$ cat src/rtl/tpg_raster_timing.sv
// Raster timing: pixel clock-enable divider, h/v counters and region decode,
// all advancing on the pixel enable of a single fast clock.
module tpg_raster_timing #(
    parameter int unsigned CLK_DIV   = 2,
    parameter int unsigned H_DISPLAY = 256,
    parameter int unsigned H_FRONT   = 40,
    parameter int unsigned H_SYNC    = 25,
    parameter int unsigned H_BACK    = 60,
    parameter int unsigned V_DISPLAY = 240,
    parameter int unsigned V_FRONT   = 5,
    parameter int unsigned V_SYNC    = 3,
    parameter int unsigned V_BACK    = 14,
    parameter int unsigned H_W       = 9,
    parameter int unsigned V_W       = 9
) (
    input  logic           clk,
    input  logic           reset_n,
    output logic           pe,
    output logic [H_W-1:0] h,
    output logic [V_W-1:0] v,
    output logic           visible,
    output logic           hsync_act,
    output logic           vsync_act,
    output logic           origin
);

    localparam int unsigned H_TOTAL = H_DISPLAY + H_FRONT + H_SYNC + H_BACK;
    localparam int unsigned V_TOTAL = V_DISPLAY + V_FRONT + V_SYNC + V_BACK;
    localparam int unsigned DIV_W   = (CLK_DIV > 1) ? $clog2(CLK_DIV) : 1;

    logic [DIV_W-1:0] div_q, div_d;
    logic [H_W-1:0]   h_q, h_d;
    logic [V_W-1:0]   v_q, v_d;

    always_comb begin
        pe    = (div_q == DIV_W'(CLK_DIV - 1));
        div_d = pe ? '0 : div_q + 1'b1;
        h_d   = h_q;
        v_d   = v_q;
        if (pe) begin
            if (32'(h_q) == H_TOTAL - 1) begin
                h_d = '0;
                v_d = (32'(v_q) == V_TOTAL - 1) ? '0 : v_q + 1'b1;
            end else begin
                h_d = h_q + 1'b1;
            end
        end
    end

    always_ff @(posedge clk or negedge reset_n) begin
        if (!reset_n) begin
            div_q <= '0;
            h_q   <= '0;
            v_q   <= '0;
        end else begin
            div_q <= div_d;
            h_q   <= h_d;
            v_q   <= v_d;
        end
    end

    always_comb begin
        h         = h_q;
        v         = v_q;
        visible   = (32'(h_q) < H_DISPLAY) && (32'(v_q) < V_DISPLAY);
        hsync_act = (32'(h_q) >= H_DISPLAY + H_FRONT) &&
                    (32'(h_q) <  H_DISPLAY + H_FRONT + H_SYNC);
        vsync_act = (32'(v_q) >= V_DISPLAY + V_FRONT) &&
                    (32'(v_q) <  V_DISPLAY + V_FRONT + V_SYNC);
        origin    = (h_q == '0) && (v_q == '0);
    end

endmodule

$ cat config.mk
export PLATFORM = sky130hd
export DESIGN_NAME = tpg_raster_timing
export DESIGN_NICKNAME = d
export VERILOG_FILES = /design/src/rtl/tpg_raster_timing.sv
export SDC_FILE = /design/constraint.sdc
export NUM_CORES = 1
export LEC_CHECK = 0
export ABC_CLOCK_PERIOD_IN_PS = 2100
export CAP_MARGIN = 10
export CELL_PAD_IN_SITES_DETAIL_PLACEMENT = 0
export CELL_PAD_IN_SITES_GLOBAL_PLACEMENT = 2
export CORE_MARGIN = 1.5
export CORE_UTILIZATION = 29
export DETAILED_ROUTE_END_ITERATION = 12
export PLACE_DENSITY = 0.87
export SLEW_MARGIN = 20
export SYNTH_ARGS = -nofsm -noshare
export SYNTH_HDL_FRONTEND = slang
export SYNTH_SLANG_ARGS = --single-unit
$ cat constraint.sdc
create_clock -name clk -period 2.1 [get_ports clk]
set_input_delay 0.315 -clock clk [delete_from_list [all_inputs] [get_ports clk]]
set_output_delay 0.315 -clock clk [all_outputs]
set_load 0.01 [all_outputs]
Word level (Yosys, flattened, before mapping) --
Cells that the tools add are included.
Word-level totals: flip-flop bits (word level) 19, input bits 2, output and inout port bits 23
Cells by class: $add $sub $neg 3, magnitude comparators 6, equal/unequal tests 2, muxes and demuxes 3, reductions and logical operators 7
Operators by type and width (number):
- $add A9 B1 Y9 const B | 2
- $eq A9 B9 Y1 const B | 2
- $logic_not A9 Y1 | 2
- $lt A9 B8 Y1 const B | 2
- $lt A9 B9 Y1 const B | 2
- $mux W9 | 2
- $ge A9 B8 Y1 const B | 1
- $ge A9 B9 Y1 const B | 1
- $logic_and A1 B1 Y1 | 4
- $reduce_and A2 Y1 | 1
- $add A1 B1 Y1 const B | 1
- $mux W1 | 1

Logic depth before layout (Yosys ltp) --
word-level depth 2, mapped depth 7, mapped depth without buffers 6

Least setup slack after synthesis --
No wires, ideal clock.
path type reg-to-reg, from reg h_q[0], in the netlist h[0], to reg v_q[7], in the netlist v[7], setup time 76 ps, arrival time 1844 ps, required time 2024 ps, setup slack 179 ps, cell stages (with the launch flop) 7, path through dfrtp_1 -> inv_1 -> ha_1 -> nand3b_4 -> or3_4 -> or4_1 -> o21ai_1
On the way: cells in the longest elaborated chain, start to end 2
RTL lines:
- start: declaration | line 32 | logic [H_W-1:0] h_q, h_d;
- start signal: assignment | line 53 | h_q <= '0;
- start signal: assignment | line 57 | h_q <= h_d;
- $eq A9 B9 Y1 | line 41 | if (32'(h_q) == H_TOTAL - 1) begin
- $reduce_and A2 Y1 (no source line)
- end signal: assignment | line 58 | v_q <= v_d;
- end: declaration | line 33 | logic [V_W-1:0] v_q, v_d;
Every way passes these cells. A chain may end at the register's enable or synchronous reset.

Final worst setup path --
from reg h_q[3], in the netlist h[3], to out hsync_act
On the way: cells in the longest elaborated chain, start to end 2
RTL lines:
- $ge A9 B9 Y1 / $lt A9 B9 Y1 (equally long branches) | line 66, 67
- $logic_and A1 B1 Y1 (*) | line 66 | hsync_act = (32'(h_q) >= H_DISPLAY + H_FRONT) &&
- end: declaration | line 22 | output logic hsync_act,
Every way passes the cells marked *; elsewhere a longest branch is shown, timed or not.

==> results.sh <==
export IMPL_clock_sinks=19
export IMPL_syn_avg_cell_area_sq_um=8.95
export IMPL_fp_dieArea_sq_um=4300
export IMPL_synth_cells=127
export IMPL_synth_area_sq_um=1140
export IMPL_ios=25
export IMPL_cts_buffers=3
export IMPL_drt_total_wl_mm=3.02
export IMPL_fin_skew_ns=0.00598
export IMPL_die_h_um=65.6
export IMPL_nNetsFinal=178
export IMPL_dr_pass1_iters=4
export IMPL_final_setup_tns_ns=0
export IMPL_grt_use_total_pct=15.6
export IMPL_drive_gt1_share_pct=16.5
export IMPL_gp_congestion=0.761
export IMPL_antenna_found_initial=0
export IMPL_cellLeakagePower_uw=0.000706
export IMPL_dieWidth_um=65.6
export IMPL_ys_types=33
export IMPL_rr_startpoint="h[1]"
export IMPL_tightest_slew_ns=0.286
export IMPL_grt_pass1_wl_mm=5.19
export IMPL_synth_top_cell_area_share_pct=41.9
export IMPL_power_density_nw_per_um2=389
export IMPL_yosysSeqAreaShare_pct=41.9
export IMPL_hold_viol_final=0
export IMPL_fin_ws_ns=0.133
export IMPL_critPathKind="reg2out"
export IMPL_initial_core_util_pct=30.6
export IMPL_drc_errors=0
export IMPL_cp_start_kind="register"
export IMPL_yosys_top_cells_area="dfrtp_1, o21ai_0, ha_1"
export IMPL_finalCriticalPeriod_ns=1.97
export IMPL_reg2regPathDepth=6
export IMPL_hold_path_class="in2async"
export IMPL_crit_arrival_ns=1.65
export IMPL_grt_setup_unrepaired="no"
export IMPL_status="finished clean"
export IMPL_endpoint_kind="output pin"
export IMPL_coreArea_sq_um=3720
export IMPL_globalRoute_totalOverflow=0
export IMPL_ir_worst_vdd_v=0.000143
export IMPL_power_uw=634
export IMPL_cp_max_fo=8
export IMPL_timing_final_max_slew_violations=0
export IMPL_area_growth_pct=43.5
export IMPL_max_cap_violations=0
export IMPL_setup_viol=0
export IMPL_grt_pass1_vias=1067
export IMPL_numPortBuffers=24
export IMPL_crit_required_ns=1.78
export IMPL_ctsHoldBuffers=0
export IMPL_clk_pin_slew_ns=0.08
export IMPL_reg2reg_slack_ns=0.14
export IMPL_cts_root_buf="clkbuf_8"
export IMPL_fin_util_pct=43.9
export IMPL_vias=1121
export IMPL_post_route_period_util_pct=93.7
export IMPL_clk_latency_ns=0.26
export IMPL_cts_setup_buffers=0
export IMPL_drt_iter0_drc=55
export IMPL_reg2reg_to="v[7]"
export IMPL_avgViaCountPerCell=5.14
export IMPL_diodes=0
export IMPL_h_tree_depth=1
export IMPL_final_common_cell="clkdlybuf4s50_1"
export IMPL_yosys_area_top_type="dfrtp_1"
export IMPL_cts_buffer_depth=2
export IMPL_num_rows=22
export IMPL_wl_per_cell_um=13.9
export IMPL_place_hpwl_mm=2.22
export IMPL_grt_max_degree=20
export IMPL_slew_headroom_pct=80.9
export IMPL_ys_ff_latch=19
export IMPL_clock_fmax_mhz=508
export IMPL_syn_nets=134
export IMPL_dpl_worst_slack_ns=0.0675
export IMPL_holdWs_ns=0.387
export IMPL_tritoncts="yes"
export IMPL_yosysWarnings=0
export IMPL_ant_nets=0
export IMPL_mostFrequentLayoutCells="clkdlybuf4s50_1, dfrtp_1, buf_4"
[per-stage QoR]
step,instance area (sq um),cells
global placement,1560,214
global route,1630,218
CTS,1630,218
detailed placement,1560,214
finish,1630,218
floorplan,1140,127
[flip-flops by register name, indices dropped and copies added (netlist names)]
| name | count |
|---|---|
| pe | 1 |
| h | 9 |
| v | 9 |
[layer usage]
metal	part of all wire, %	up-vias	GRT usage, %
li1	-	555	-
met1	48	539	22.6
met2	48	23	24.5
met3	3.0	4	1.71
met4	0.63	0	4.69
met5	0	-	0
[report_power, final]
part | total [uW] | internal [uW] | switching, uW
clock network | 259 | 135 | 124
registers | 366 | 366 | 0
logic | 10.1 | 2.85 | 7.26
[worst max path at each step]
stage | start | endpoint | slack, ns | cells past startpoint
3_3_place_gp | h[3] | hsync_act | 0.1 | 4
2_1_floorplan | h[0] | v[7] | 0.18 | 6
3_5_place_dp | h[3] | hsync_act | 0.07 | 4
6_report | h[3] | hsync_act | 0.13 | 6
5_1_grt | h[1] | v[7] | 0.04 | 6
4_1_cts | v[4] | visible | 0.03 | 4
[critical path: stages, from the launching register on]
cell and delay (ns):
dfrtp_1 0.41, buf_4 0.17, nor2_1 0.06, nor3b_2 0.19, a41oi_1 0.07, nor3b_1 0.21
dlygate4sd2_1 0.29
[cells by family (layout without fill, tap and decap cells)]
group | count (synthesis) | count (layout) | share of synthesized area (%)
buf+inv | 11 | 54 | 3.96
flops | 19 | 19 | 41.9
simple gates | 63 | 63 | 32.0
xor+xnor | 2 | 2 | 1.54
mux | 2 | 2 | 1.87
fa+ha+maj | 5 | 5 | 5.51
compound gates | 25 | 25 | 13.2
[repair_timing]
item                                    4_1_cts  5_1_grt
endpoints found under the setup margin        3        1
gates resized for setup                       7        1
cloned                                        0        0
[cell type report]
cell class | instances | area, sq um
Inverter | 7 | 26.3
Tap cell | 48 | 60.1
Sequential cell | 19 | 475
Fill cell | 362 | 2090
Timing Repair Buffer | 43 | 382
Clock buffer | 4 | 45.0
Multi-Input combinational cell | 97 | 642
[cells in the mapped netlist]
cell type and n:
o21ai_1 1, nor3_1 6, nor2_1 11, nor4b_1 1, o22ai_1 1, and3_1 2
and4_1 3, a21o_1 2, a41oi_1 1, nor3b_1 4, ha_1 5, mux2i_1 1
a21oi_1 3, buf_2 3, nand3_1 8, or3_1 2, a22o_1 4, or3_4 1
clkbuf_1 1, nor4_1 3, nand3b_1 1, nand2_1 10, or4_1 2, xor2_1 1
nand4b_1 1, nand3b_4 1, xnor2_1 1, dfrtp_1 19, o21ai_0 13, nand4_1 5
nor2b_1 2, inv_1 7, mux2_2 1
(Power assumes the default switching activity.)
